File: config.mk
export PLATFORM = sky130hd
export DESIGN_NAME = if_stage
export DESIGN_NICKNAME = d
export VERILOG_FILES = /design/src/rtl/if_stage.sv
export SDC_FILE = /design/constraint.sdc
export NUM_CORES = 1
export LEC_CHECK = 0
export CAP_MARGIN = 20
export CORE_ASPECT_RATIO = 1.75
export CORE_MARGIN = 2
export CORE_UTILIZATION = 25
export DETAILED_ROUTE_END_ITERATION = 10
export SLEW_MARGIN = 20
export SYNTH_ARGS = -nofsm -noshare
export SYNTH_HDL_FRONTEND = slang
export SYNTH_SLANG_ARGS = --single-unit
File: constraint.sdc
create_clock -name clk -period 2.8 [get_ports clk]
set_input_delay 0.28 -clock clk [delete_from_list [all_inputs] [get_ports clk]]
set_output_delay 0.28 -clock clk [all_outputs]
set_load 0.01 [all_outputs]
File: src/rtl/if_stage.sv
// Instruction-fetch stage: owns the fetch PC, issues one outstanding
// instruction-memory request at a time, buffers a response that arrives while
// ID is stalled in a one-entry skid, and loads the IF/ID pipeline register.
// Ports:
//   clk, rst_n                      clock, async active-low reset
//   pc_stall, if_stall, if_flush    controller hazard controls
//   branch_taken, branch_target     EX-stage redirect
//   imem_req, imem_addr             memory request (combinational)
//   imem_rvalid, imem_rdata         memory response (in order)
//   if_pc, if_insn, if_valid,
//   if_exp_misalign                 IF/ID register (registered)
module if_stage #(
  parameter logic [31:0] RESET_PC = 32'h0000_0000,
  parameter logic [31:0] NOP_INSN = 32'h0000_0013
) (
  input  logic        clk,
  input  logic        rst_n,
  input  logic        pc_stall,
  input  logic        if_stall,
  input  logic        if_flush,
  input  logic        branch_taken,
  input  logic [31:0] branch_target,
  output logic        imem_req,
  output logic [31:0] imem_addr,
  input  logic        imem_rvalid,
  input  logic [31:0] imem_rdata,
  output logic [31:0] if_pc,
  output logic [31:0] if_insn,
  output logic        if_valid,
  output logic        if_exp_misalign
);

  localparam int unsigned XLEN = 32;

  typedef enum logic [2:0] {
    ST_BOOT,
    ST_IDLE,
    ST_WAIT,
    ST_WAIT_DISCARD,
    ST_EXP
  } state_e;

  state_e            state_q, state_d;
  logic [XLEN-1:0]   fetch_pc_q, fetch_pc_d;
  logic [XLEN-1:0]   req_pc_q, req_pc_d;
  logic              skid_valid_q, skid_valid_d;
  logic [XLEN-1:0]   skid_pc_q, skid_pc_d;
  logic [XLEN-1:0]   skid_insn_q, skid_insn_d;
  logic              pend_mis_q, pend_mis_d;
  logic [XLEN-1:0]   if_pc_q, if_pc_d;
  logic [XLEN-1:0]   if_insn_q, if_insn_d;
  logic              if_valid_q, if_valid_d;
  logic              if_exp_q, if_exp_d;

  logic issue;
  logic accept;
  logic tgt_mis;
  logic redirect_in_flight;
  logic defer_done;

  // Request issue and response classification
  always_comb begin
    issue = ((state_q == ST_IDLE) || (state_q == ST_WAIT && imem_rvalid)) &&
            !pc_stall && !if_stall && !skid_valid_q && !branch_taken && !if_flush;
    accept             = (state_q == ST_WAIT) && imem_rvalid;
    tgt_mis            = |branch_target[1:0];
    // A redirect while the old response is still in flight must drop it later
    redirect_in_flight = (state_q == ST_WAIT) && !imem_rvalid;
    // Misaligned redirect whose exception entry waited for the dropped response
    defer_done         = (state_q == ST_WAIT_DISCARD) && imem_rvalid && pend_mis_q;
  end

  assign imem_req  = issue;
  assign imem_addr = fetch_pc_q;

  // Next-state logic for FSM, PCs, skid and IF/ID
  always_comb begin
    state_d      = state_q;
    fetch_pc_d   = fetch_pc_q;
    req_pc_d     = req_pc_q;
    skid_valid_d = skid_valid_q;
    skid_pc_d    = skid_pc_q;
    skid_insn_d  = skid_insn_q;
    pend_mis_d   = pend_mis_q;
    if_pc_d      = if_pc_q;
    if_insn_d    = if_insn_q;
    if_valid_d   = if_valid_q;
    if_exp_d     = if_exp_q;

    if (branch_taken) begin
      fetch_pc_d   = branch_target;
      skid_valid_d = 1'b0;
      pend_mis_d   = redirect_in_flight && tgt_mis;
      if (redirect_in_flight) begin
        state_d = ST_WAIT_DISCARD;
      end else if (tgt_mis) begin
        state_d = ST_EXP;
      end else begin
        state_d = ST_IDLE;
      end
      if (tgt_mis && !redirect_in_flight) begin
        if_valid_d = 1'b1;
        if_exp_d   = 1'b1;
        if_pc_d    = branch_target;
        if_insn_d  = NOP_INSN;
      end else begin
        if_valid_d = 1'b0;
        if_exp_d   = 1'b0;
        if_insn_d  = NOP_INSN;
      end
    end else begin
      unique case (state_q)
        ST_BOOT:         state_d = ST_IDLE;
        ST_IDLE:         if (issue) state_d = ST_WAIT;
        ST_WAIT:         if (imem_rvalid && !issue) state_d = ST_IDLE;
        ST_WAIT_DISCARD: begin
          if (imem_rvalid) begin
            state_d    = pend_mis_q ? ST_EXP : ST_IDLE;
            pend_mis_d = 1'b0;
          end
        end
        ST_EXP:          state_d = ST_EXP;
        default:         state_d = ST_BOOT;
      endcase

      if (issue) begin
        req_pc_d   = fetch_pc_q;
        fetch_pc_d = XLEN'(fetch_pc_q + 32'd4);
      end

      // Response arriving while ID cannot take it is parked in the skid
      if (accept && (if_stall || skid_valid_q)) begin
        skid_valid_d = 1'b1;
        skid_pc_d    = req_pc_q;
        skid_insn_d  = imem_rdata;
      end

      if (defer_done) begin
        if_valid_d = 1'b1;
        if_exp_d   = 1'b1;
        if_pc_d    = fetch_pc_q;
        if_insn_d  = NOP_INSN;
      end else if (if_flush) begin
        if_valid_d = 1'b0;
        if_exp_d   = 1'b0;
        if_insn_d  = NOP_INSN;
      end else if (if_stall) begin
        if_valid_d = if_valid_q;
      end else if (skid_valid_q) begin
        if_valid_d   = 1'b1;
        if_exp_d     = 1'b0;
        if_pc_d      = skid_pc_q;
        if_insn_d    = skid_insn_q;
        skid_valid_d = 1'b0;
      end else if (accept) begin
        if_valid_d = 1'b1;
        if_exp_d   = 1'b0;
        if_pc_d    = req_pc_q;
        if_insn_d  = imem_rdata;
      end else begin
        if_valid_d = 1'b0;
        if_exp_d   = 1'b0;
        if_insn_d  = NOP_INSN;
      end
    end
  end

  // State registers
  always_ff @(posedge clk or negedge rst_n) begin
    if (!rst_n) begin
      state_q      <= ST_BOOT;
      fetch_pc_q   <= RESET_PC;
      req_pc_q     <= '0;
      skid_valid_q <= 1'b0;
      skid_pc_q    <= '0;
      skid_insn_q  <= '0;
      pend_mis_q   <= 1'b0;
      if_pc_q      <= '0;
      if_insn_q    <= NOP_INSN;
      if_valid_q   <= 1'b0;
      if_exp_q     <= 1'b0;
    end else begin
      state_q      <= state_d;
      fetch_pc_q   <= fetch_pc_d;
      req_pc_q     <= req_pc_d;
      skid_valid_q <= skid_valid_d;
      skid_pc_q    <= skid_pc_d;
      skid_insn_q  <= skid_insn_d;
      pend_mis_q   <= pend_mis_d;
      if_pc_q      <= if_pc_d;
      if_insn_q    <= if_insn_d;
      if_valid_q   <= if_valid_d;
      if_exp_q     <= if_exp_d;
    end
  end

  assign if_pc           = if_pc_q;
  assign if_insn         = if_insn_q;
  assign if_valid        = if_valid_q;
  assign if_exp_misalign = if_exp_q;

endmodule

==> flow_summary_export.csv <==
group,metric,value,unit
setup_path,crit_type,"reg -> out",
job,drv_cap,0,
detailed_routing,drc,0,
power_and_ir_drop,netSwitchingFraction,0.283,
setup_path,cp-end-kind,"output pin",
yosys,syn-num-nets,971,
power_and_ir_drop,p_sw,1.91,mW
setup_path,reg2reg_to,"imem_addr[17]",
yosys,syn_area,0.00927,mm^2
sta,min_period_over_period,0.963,
detailed_routing,ant_nets,0,
min_path,min_delay_path_depth,3,
floorplan,std_cell_rows,93,
sta,final_hold_viol_count,0,
sta,setup_viol,0,
yosys,syn_avg_cell_area,10.3,um^2
grt,grt_max_degree,69,
clock_tree,cts_root_buffer,"clkbuf_16",
floorplan,core_region_area,0.0367,mm^2
yosys,synth-edff-count,0,
clock_tree,clk_latency,460,ps
yosys,ys_types,57,
placed_design,hpwl,19300,um
power_and_ir_drop,p_seq_frac,0.487,
floorplan,ios,170,
power_and_ir_drop,ir_drop,0.000446,V
layout,area_delta_synth_final,32.7,%
detailed_routing,top_layer_used,"met5",
layout,diodes,0,
setup_path,ff2ff_setup_slack,240,ps
clock_tree,numCtsBuffers,17,
grt,antenna_found_initial,2,
detailed_routing,vias,7328,
sta,relSlewSlack,0.536,
min_path,hold_class,"in -> reg",
yosys,synth-seq-cells,199,
run_status,status,"completed",
grt,grt_pass1_vias,7356,
power_and_ir_drop,p_leak,5.25,nW
sta,fin_ws,102,ps
setup_path,worstSetupStartpointType,"flop",
grt,grt_pass1_wl,42500,um
setup_path,required,2520,ps
placed_design,gp_congestion,0.822,
power_and_ir_drop,p_clk_frac,0.374,
power_and_ir_drop,internal-power,4.82,mW
layout,drive_gt1_frac,0.152,
yosys,synth-main-ff-cell,"dfrtp_1",
min_path,whs_endpoint,"if_pc[12]",
sta,max_freq,0.371,GHz
sta,fin_crit,2700,ps
clock_tree,clk_pin_slew,80,ps
clock_tree,tritoncts,"built",
detailed_routing,drtPass1Iterations,5,
setup_path,arrival,2420,ps
sta,clock_skew,9.63,ps
setup_path,r2r_cells,7,
clock_tree,cts_max_level,4,
sta,slew_viol_final,0,
setup_path,worstReg2RegStart,"skid_valid_q",
clock_tree,clock_path_buffers,2,
floorplan,fp.dieW,150,um
grt,globalRoute.totalOverflow,0,
setup_path,path_max_fanout,5,
yosys,yosys_warnings,0,
sta,tightest_slew,696,ps
detailed_routing,via_per_inst,4.73,
layout,nets,1132,
clock_tree,cts.sink_count,199,
floorplan,die_y,259,um
yosys,async_reset_ff_frac,1.00,
detailed_routing,wl_met3,1490,um
grt,grt_usage,0.145,
detailed_routing,drt_wl_total,27400,um
layout,postLayoutCoreUtil,0.336,
detailed_routing,wl_met1,10700,um
floorplan,initial_core_util,0.253,
placed_design,portBuffers,169,
yosys,synth_area_leader_cell,"dfrtp_1",
detailed_routing,first_iter_violations,364,
yosys,ys_seq_area_frac,0.537,
yosys,synth_top_area_share,0.529,
yosys,synth_area_leaders,"dfrtp_1 (53%), mux2_2 (9.3%), nand2_1 (8.6%)",
sta,rsz0062_at_grt,"no",
power_and_ir_drop,pwr-share-comb,0.139,
placed_design,post-place-ws,-33.6,ps
detailed_routing,wl_met2,14400,um
yosys,netlist_instances,899,
min_path,worstHoldStart,"branch_taken",
detailed_routing,routedWlPerCell,17.7,um
power_and_ir_drop,p_per_area,547,mW/mm^2
floorplan,die_area,0.0387,mm^2
clock_tree,post-cts-setup-buffer-count,0,
-- critical path, stage by stage (launching register included) --
cell             delay [ps]
dfrtp_4                 480
or4_4                   580
a2111o_2                480
inv_2                   130
clkdlybuf4s15_1         290
-- worst max-delay path by stage --
stage	from	endpoint	slack (ps)	cells past startpoint
2_1_floorplan	skid_valid_q	imem_addr[20]	370	9
3_3_place_gp	if_flush	imem_addr[17]	-40	8
3_5_place_dp	if_flush	imem_addr[17]	-30	8
4_1_cts	skid_valid_q	imem_req	50	4
5_1_grt	skid_valid_q	imem_req	30	4
6_report	skid_valid_q	imem_req	100	4
-- repair_timing --
item | 4_1_cts | 5_1_grt
endpoints found under the hold margin | 45 | 0
hold buffers | 1 | 0
resized for setup | 2 | 1
endpoints found under the setup margin | 1 | 1
cloned | 0 | 0
-- cell usage in the layout (no fill, tap or decap), drive strengths merged, types with 4 or more instances in the layout --
cell type | synthesis | routed
clkdlybuf4s50 | 0 | 166
or3 | 11 | 11
nor3 | 5 | 5
a21oi | 13 | 13
nand2 | 213 | 213
o211ai | 23 | 23
clkinv | 0 | 4
xnor2 | 9 | 9
nand3 | 20 | 20
nand4 | 15 | 15
mux2 | 77 | 77
nor3b | 5 | 5
clkbuf | 49 | 18
o221ai | 9 | 9
inv | 4 | 12
o21ai | 55 | 55
buf | 16 | 38
o311ai | 6 | 6
mux2i | 58 | 58
nor2 | 37 | 37
nor4 | 5 | 5
nor2b | 5 | 5
o21a | 4 | 4
dfrtp | 196 | 196
a31oi | 21 | 21
-- per-stage QoR --
step / power, mW / hold slack (ps) / area, um^2 / std cells / TNS [ps]
finish: 6.73 / 314 / 12300 / 1548 / 0
detailed placement: 4.29 / 267 / 11700 / 1515 / -78.0
global route: 7.08 / 313 / 12300 / 1548 / 0
CTS: 6.85 / 308 / 12300 / 1548 / 0
global placement: 4.26 / 268 / 11700 / 1515 / -119
floorplan: 3.70 / -15.6 / 9270 / 899 / 0
-- state kept, by name, indices dropped and copies added (netlist names) --
| signal | count |
|---|---|
| req_pc_q | 32 |
| if_exp_misalign | 1 |
| skid_pc_q | 32 |
| imem_addr | 32 |
| pend_mis_q | 1 |
| skid_insn_q | 32 |
| if_valid | 1 |
| skid_valid_q | 1 |
| if_insn | 32 |
| state_q | 3 |
| if_pc | 32 |
-- synthesized netlist by cell type (2+ instances only) --
cell type,number
o221ai_1,9
nor3b_1,5
nor4b_1,2
buf_4,2
a31o_2,2
and2_1,3
mux2_2,77
o21ai_0,54
o21a_1,4
nand2_1,213
nor3_1,5
clkbuf_1,49
mux2i_1,58
xnor2_1,9
nand3_1,20
nand3b_1,3
dfrtp_1,196
nor4_1,4
o22a_1,3
nor2b_1,5
or3_1,11
o211ai_1,23
and3_1,2
nor2_1,37
a21oi_1,13
a31oi_1,21
dfstp_2,3
o31ai_1,3
o311ai_0,5
inv_1,3
a211oi_1,3
o41ai_1,2
nand4_1,15
buf_2,11
buf_6,2
-- layer usage --
metal	vias up	GRT usage
met5	-	0
met4	4	0.0677
met3	42	0.0364
met2	180	0.256
met1	3614	0.161
li1	3488	-
-- power groups by stage --
stage | registers [mW] | logic, mW | clock network, mW
CTS | 3.28 | 0.957 | 2.62
floorplan | 3.31 | 0.391 | 0
global route | 3.31 | 1.04 | 2.73
detailed placement | 3.33 | 0.952 | 0
finish | 3.27 | 0.937 | 2.52
global placement | 3.32 | 0.938 | 0
-- cells by family (layout without fill, tap and decap cells) --
kind of cell | count (synthesis) | after routing | share of synthesized area
AND/OR/NAND/NOR | 331 | 331 | 0.156
flip-flops | 199 | 199 | 0.537
AO/OA/AOI/OAI | 154 | 154 | 0.108
multiplexers | 135 | 135 | 0.156
buffers and inverters | 69 | 243 | 0.0318
XOR/XNOR | 10 | 10 | 0.00944
adder cells (fa/ha/maj) | 1 | 1 | 0.00135
-- final cells by class --
cell class                      instances  area, um^2
Clock buffer                           17         425
Clock inverter                         15         163
Fill cell                            3720       24300
Inverter                                4        15.0
Multi-Input combinational cell        631        4020
Sequential cell                       199        4990
Tap cell                              475         594
Timing Repair Buffer                  207        2100
No activity file was read; power rests on OpenSTA's default activity.
